==> config.mk <==
export PLATFORM = sky130hd
export DESIGN_NAME = branch_resolver
export DESIGN_NICKNAME = d
export VERILOG_FILES = /design/src/rtl/branch_resolver.sv
export SDC_FILE = /design/constraint.sdc
export NUM_CORES = 1
export LEC_CHECK = 0
export BUFFER_PORTS_ARGS = -buffer_cell sky130_fd_sc_hd__clkbuf_2
export CORE_MARGIN = 2
export CORE_UTILIZATION = 55
export DETAILED_ROUTE_END_ITERATION = 8
export GPL_TIMING_DRIVEN = 0
export HOLD_SLACK_MARGIN = 0.15
export PLACE_DENSITY = 0.75
export SLEW_MARGIN = 20
export SYNTH_ARGS = -nofsm -noshare
export SYNTH_HDL_FRONTEND = slang
export SYNTH_SLANG_ARGS = --single-unit
==> constraint.sdc <==
create_clock -name clk -period 2 [get_ports clk]
set_input_delay 0 -clock clk [delete_from_list [all_inputs] [get_ports clk]]
set_output_delay 0 -clock clk [all_outputs]
set_load 0.03 [all_outputs]
==> src/rtl/branch_resolver.sv <==
`default_nettype none
// ============================================================================
// Module   : branch_resolver
// Purpose  : Holds branch resolutions per ROB slot, releases them when the
//            branch reaches the ROB head, and flushes on a taken branch.
// Revision : 1.0 - initial release
// ============================================================================
module branch_resolver #(
    parameter int FLUSH_HOLD = 2
) (
    input  logic        clk,
    input  logic        reset,
    input  logic        br_valid,
    input  logic [3:0]  br_rob_index,
    input  logic [15:0] br_target,
    input  logic        br_taken,
    input  logic        head_valid,
    input  logic [3:0]  head_index,
    input  logic        head_is_branch,
    output logic        retire_valid,
    output logic [3:0]  retire_index,
    output logic        flush,
    output logic [15:0] redirect_pc,
    output logic        head_wait,
    output logic        dup_error
);

    localparam int             CW          = (FLUSH_HOLD > 1) ? $clog2(FLUSH_HOLD) : 1;
    localparam logic [CW-1:0]  C_HOLD_LAST = CW'(FLUSH_HOLD - 1);

    typedef enum logic [0:0] {
        S_IDLE    = 1'b0,
        S_RECOVER = 1'b1
    } state_t;

    state_t         r_state;
    state_t         w_state_next;
    logic [CW-1:0]  r_cnt;
    logic [15:0]    r_resolved;
    logic [15:0]    r_taken;
    logic [15:0]    r_target [16];

    logic           w_idle;
    logic           w_bypass;
    logic           w_head_resolved;
    logic           w_head_taken;
    logic [15:0]    w_head_target;
    logic           w_hit;
    logic           w_flush_now;

    // A resolution arriving this cycle for the head slot is forwarded into the check
    assign w_idle          = (r_state == S_IDLE);
    assign w_bypass        = br_valid && (br_rob_index == head_index);
    assign w_head_resolved = w_bypass || r_resolved[head_index];
    assign w_head_taken    = w_bypass ? br_taken  : r_taken[head_index];
    assign w_head_target   = w_bypass ? br_target : r_target[head_index];
    assign w_hit           = w_idle && head_valid && head_is_branch && w_head_resolved;
    assign w_flush_now     = w_hit && w_head_taken;

    assign head_wait = w_idle && head_valid && head_is_branch && !w_hit && !retire_valid;

    always_comb begin
        w_state_next = r_state;
        case (r_state)
            S_IDLE:    if (w_flush_now)    w_state_next = S_RECOVER;
            S_RECOVER: if (r_cnt == '0)    w_state_next = S_IDLE;
            default:                       w_state_next = S_IDLE;
        endcase
    end

    always_ff @(posedge clk) begin
        if (reset) begin
            r_state <= S_IDLE;
            r_cnt   <= '0;
        end else begin
            r_state <= w_state_next;
            if (w_flush_now)
                r_cnt <= C_HOLD_LAST;
            else if (!w_idle && r_cnt != '0)
                r_cnt <= r_cnt - CW'(1);
        end
    end

    // Resolved bits: flush wipes everything; a retire clear beats a same-slot write
    always_ff @(posedge clk) begin
        if (reset) begin
            r_resolved <= '0;
            dup_error  <= 1'b0;
        end else begin
            if (w_idle && br_valid && r_resolved[br_rob_index])
                dup_error <= 1'b1;
            if (!w_idle || w_flush_now) begin
                r_resolved <= '0;
            end else begin
                if (br_valid)
                    r_resolved[br_rob_index] <= 1'b1;
                if (w_hit)
                    r_resolved[head_index] <= 1'b0;
            end
        end
    end

    always_ff @(posedge clk) begin
        if (reset) begin
            r_taken <= '0;
        end else if (w_idle && br_valid) begin
            r_taken[br_rob_index]  <= br_taken;
            r_target[br_rob_index] <= br_target;
        end
    end

    always_ff @(posedge clk) begin
        if (reset) begin
            retire_valid <= 1'b0;
            retire_index <= '0;
            flush        <= 1'b0;
            redirect_pc  <= '0;
        end else begin
            retire_valid <= w_hit;
            flush        <= w_flush_now;
            if (w_hit)
                retire_index <= head_index;
            if (w_flush_now)
                redirect_pc <= w_head_target;
        end
    end

endmodule
`default_nettype wire

==> run metrics <==
status complete, but fails checks; violated checks setup timing; top cells by area, synth edfxtp_1 60%, mux4_2 13%, dfxtp_1 8.8%, mux2i_1 2.6%, nor2_1 1.9%; First-pass DRT Iterations 5; worst hold path type in -> reg; Startpoint Class flip-flop; library cells used by synthesis 39; footprint of the multi-input gates 4130 µm²; CP Buf/Inv Count 1; Post-Syn Nets roughly 810; final hold violation count 0; initial core utilization 55.5%; Post-Syn Instances 775; remaining global-route overflow 0; # port buffers 47; core region area 23300 µm²; largest net degree at the start of global routing 18; CP arrival 2.54 ns; drt wl/cell 25.0 µm; total CTS buffers 30; worst endpoint required time 2.44 ns; delay of the slowest critical-path stage between 0.4 and 0.5 ns; design area 15900 µm²; internal cell power 11200 µW; CTS tree done; initial antenna violation count 0; CP most frequent cell mux2i_1; first-pass GRT wire length 46.7 mm; fraction of layout cells with a size suffix above 1 between 30% and 40%; Chip Height around 160 µm; CP Launch Point r_taken[14]; Post-synth top flop edfxtp_1; Total Wirelength between 30 and 40 mm; sequential share of the synthesized area 68.4%; Setup WS post-layout -0.0996 ns; Die X-Extent 157 µm; Synth top cells by count 256 x edfxtp_1, 73 x mux4_2, 67 x nor2_1; Combinational Power Share around 6.5%; Final setup viols 26; Post-synth EDFFs 256; DRC 0; clock power share 43.4%; Mapped Avg Cell Area 16.7 µm²; Final Wtd Congestion 0.965; Worst Tran Pin Value approximately 0.84 ns; RSZ-0062 raised after global routing yes; Final Skew 0.0404 ns; fin crit share 105%; Pwr Total roughly 14000 µW; Max Slew Vio Count 0; top-area cell type share of the netlist area 59.5%; Site Rows 56; asr flop ratio synth 0%; Sw Share 21.1%; Seq cells post-synth 313; Clk Latency, worst-skew pair 0.58 ns; clock sink total between 300 and 400; CTS root buf clkbuf_16; maximum VDD drop 0.878 mV; CP max-delay cell mux4_2; fill count 1499; Reg area between 8000 and 9000 µm²; Pleak 0.00550 µW; most frequent cell after synthesis edfxtp_1; I/O pin count 54; YS warnings 0; crit end category flip-flop; HPWL Detailed 20.4 mm; Mapped Area 12900 µm²; Via-to-Cell Ratio 6.21; CP Max Fanout 5; pwr dens 893 nW/µm²; number of H-tree levels 1; Routed Antenna Nets 0; via count 7888; post-layout net count roughly 960; register share of total power about 50%; 1st-iter DRT viols around 800; Switch Pwr 3000 µW; R2R Path Start r_taken[14]; total die area 24700 µm²; Rel. slew slack between 40% and 50%; Crit path max-delay family multiplexers; Worst-path clk slew 0.06 ns; placed instance area 13800 µm²; cell taking the most area after synthesis edfxtp_1; CTS Buffer Depth 3; hold depth 5; WS Path Type reg -> reg; Tmin final 2.10 ns; max frequency approximately 480 MHz; GRT Total Usage between 20% and 30%; WP depth 7; maxcap violations 0; hold wc startpoint br_rob_index[3]; vias in the first global route 7930; cells along the critical path mux4_2, mux2i_1, mux2i_1, mux2i_4, nand2b_4, buf_12, mux2_4; area grow syn2layout 23.2%; n_diodes 0; r2r worst-path depth 7
-- final timing paths --
check                   end  slack, ns
min reg2reg         r_state       0.47
max          redirect_pc[2]       -0.1
max reg2reg  redirect_pc[2]       -0.1
min               dup_error       0.19
-- worst register-to-register path, stage by stage (launching register included) --
cell	delay, ns
dfxtp_2	0.33
mux4_2	0.47
mux2i_1	0.14
mux2i_1	0.13
mux2i_4	0.20
nand2b_4	0.27
buf_12	0.16
mux2_4	0.29
-- timing repair --
action / 4_1_cts / 5_1_grt
setup buffers: 30 / 5
endpoints found under the hold margin: 278 / 0
hold buffers: 23 / 0
pin swaps: 24 / 19
setup endpoints to repair: 291 / 99
resized for setup: 71 / 62
cloned: 2 / 0
-- layout make-up --
type                       instances  area share [%]
tap                              319            2.51
inverter                          13           0.307
timing repair buffer             122            6.71
buffer                            55            2.05
multi-input combinational        392            26.0
clock buffer                      43            5.34
sequential                       313            55.6
clock inverter                    13            1.57
-- layout by cell type, fill, tap and decap left out, types with 3 or more instances in the layout --
master / Yosys / final
inv_1: 12 / 12
a2111oi_0: 17 / 6
mux2i_1: 34 / 34
clkbuf_2: 1 / 49
buf_2: 13 / 13
buf_6: 5 / 18
buf_1: 3 / 3
or2_2: 3 / 3
and3_1: 16 / 16
o21ai_2: 0 / 10
buf_12: 1 / 6
dfxtp_2: 0 / 5
buf_8: 0 / 10
clkbuf_16: 0 / 30
clkbuf_1: 27 / 27
nor2_4: 0 / 17
nor2b_1: 23 / 22
edfxtp_1: 256 / 256
a2111oi_1: 0 / 6
a21oi_1: 30 / 28
a211oi_2: 0 / 4
o21ai_4: 0 / 4
mux2_4: 8 / 17
mux4_2: 73 / 76
nand3_1: 8 / 7
dfxtp_1: 57 / 52
dlygate4sd3_1: 0 / 23
buf_4: 7 / 32
bufinv_16: 0 / 6
nand2_1: 38 / 37
clkbuf_8: 0 / 6
a2111oi_2: 0 / 4
xor2_1: 4 / 4
nor2_1: 67 / 49
o21ai_0: 24 / 8
a221oi_2: 0 / 9
nand2b_1: 6 / 4
a21oi_2: 1 / 3
-- state kept, by name, summed over array words and instances, names as in the netlist --
name and flops:
dup_error 1, flush 1, r_cnt 1, r_resolved 16, r_state 1, r_taken 16
r_target 256, redirect_pc 16, retire_index 4, retire_valid 1
-- through the flow --
stage	setup slack, ns	hold slack [ns]	TNS (ns)	utilization [%]	cells
6_report	-0.0996	0.189	-1.54	68.4	1270
4_1_cts	-0.189	0.170	-0.820	67.3	1266
2_1_floorplan	-0.184	0.0989	-47.01	-	775
5_1_grt	-0.175	0.241	-4.21	68.4	1270
3_3_place_gp	-1.14	0.397	-273.43	58.2	1141
3_5_place_dp	-0.598	0.394	-97.66	59.3	1157
-- logic make-up after synthesis --
group	share of synthesized area, %
AO/OA/AOI/OAI	4.47
XOR/XNOR	0.271
buffers and inverters	2.79
flip-flops	68.4
multiplexers	17.9
AND/OR/NAND/NOR	6.24
-- power by group through the flow --
stage	registers [µW]	clock network [µW]	logic, µW
final	7110	6170	928
after floorplan	7250	0	471
after detailed placement	7250	0	770
after CTS	7110	6210	865
after global placement	7250	0	744
after global routing	7110	6470	980
-- layer usage --
metal / track usage [%] / vias to the layer above / share of wire (%)
met4: 11.0 / 0 / 3.6
met1: 35.4 / 4013 / 39
li1: - / 3337 / -
met3: 4.43 / 83 / 8.7
met5: 0 / - / 0
met2: 41.0 / 455 / 49
No activity file was read; power rests on OpenSTA's default activity.
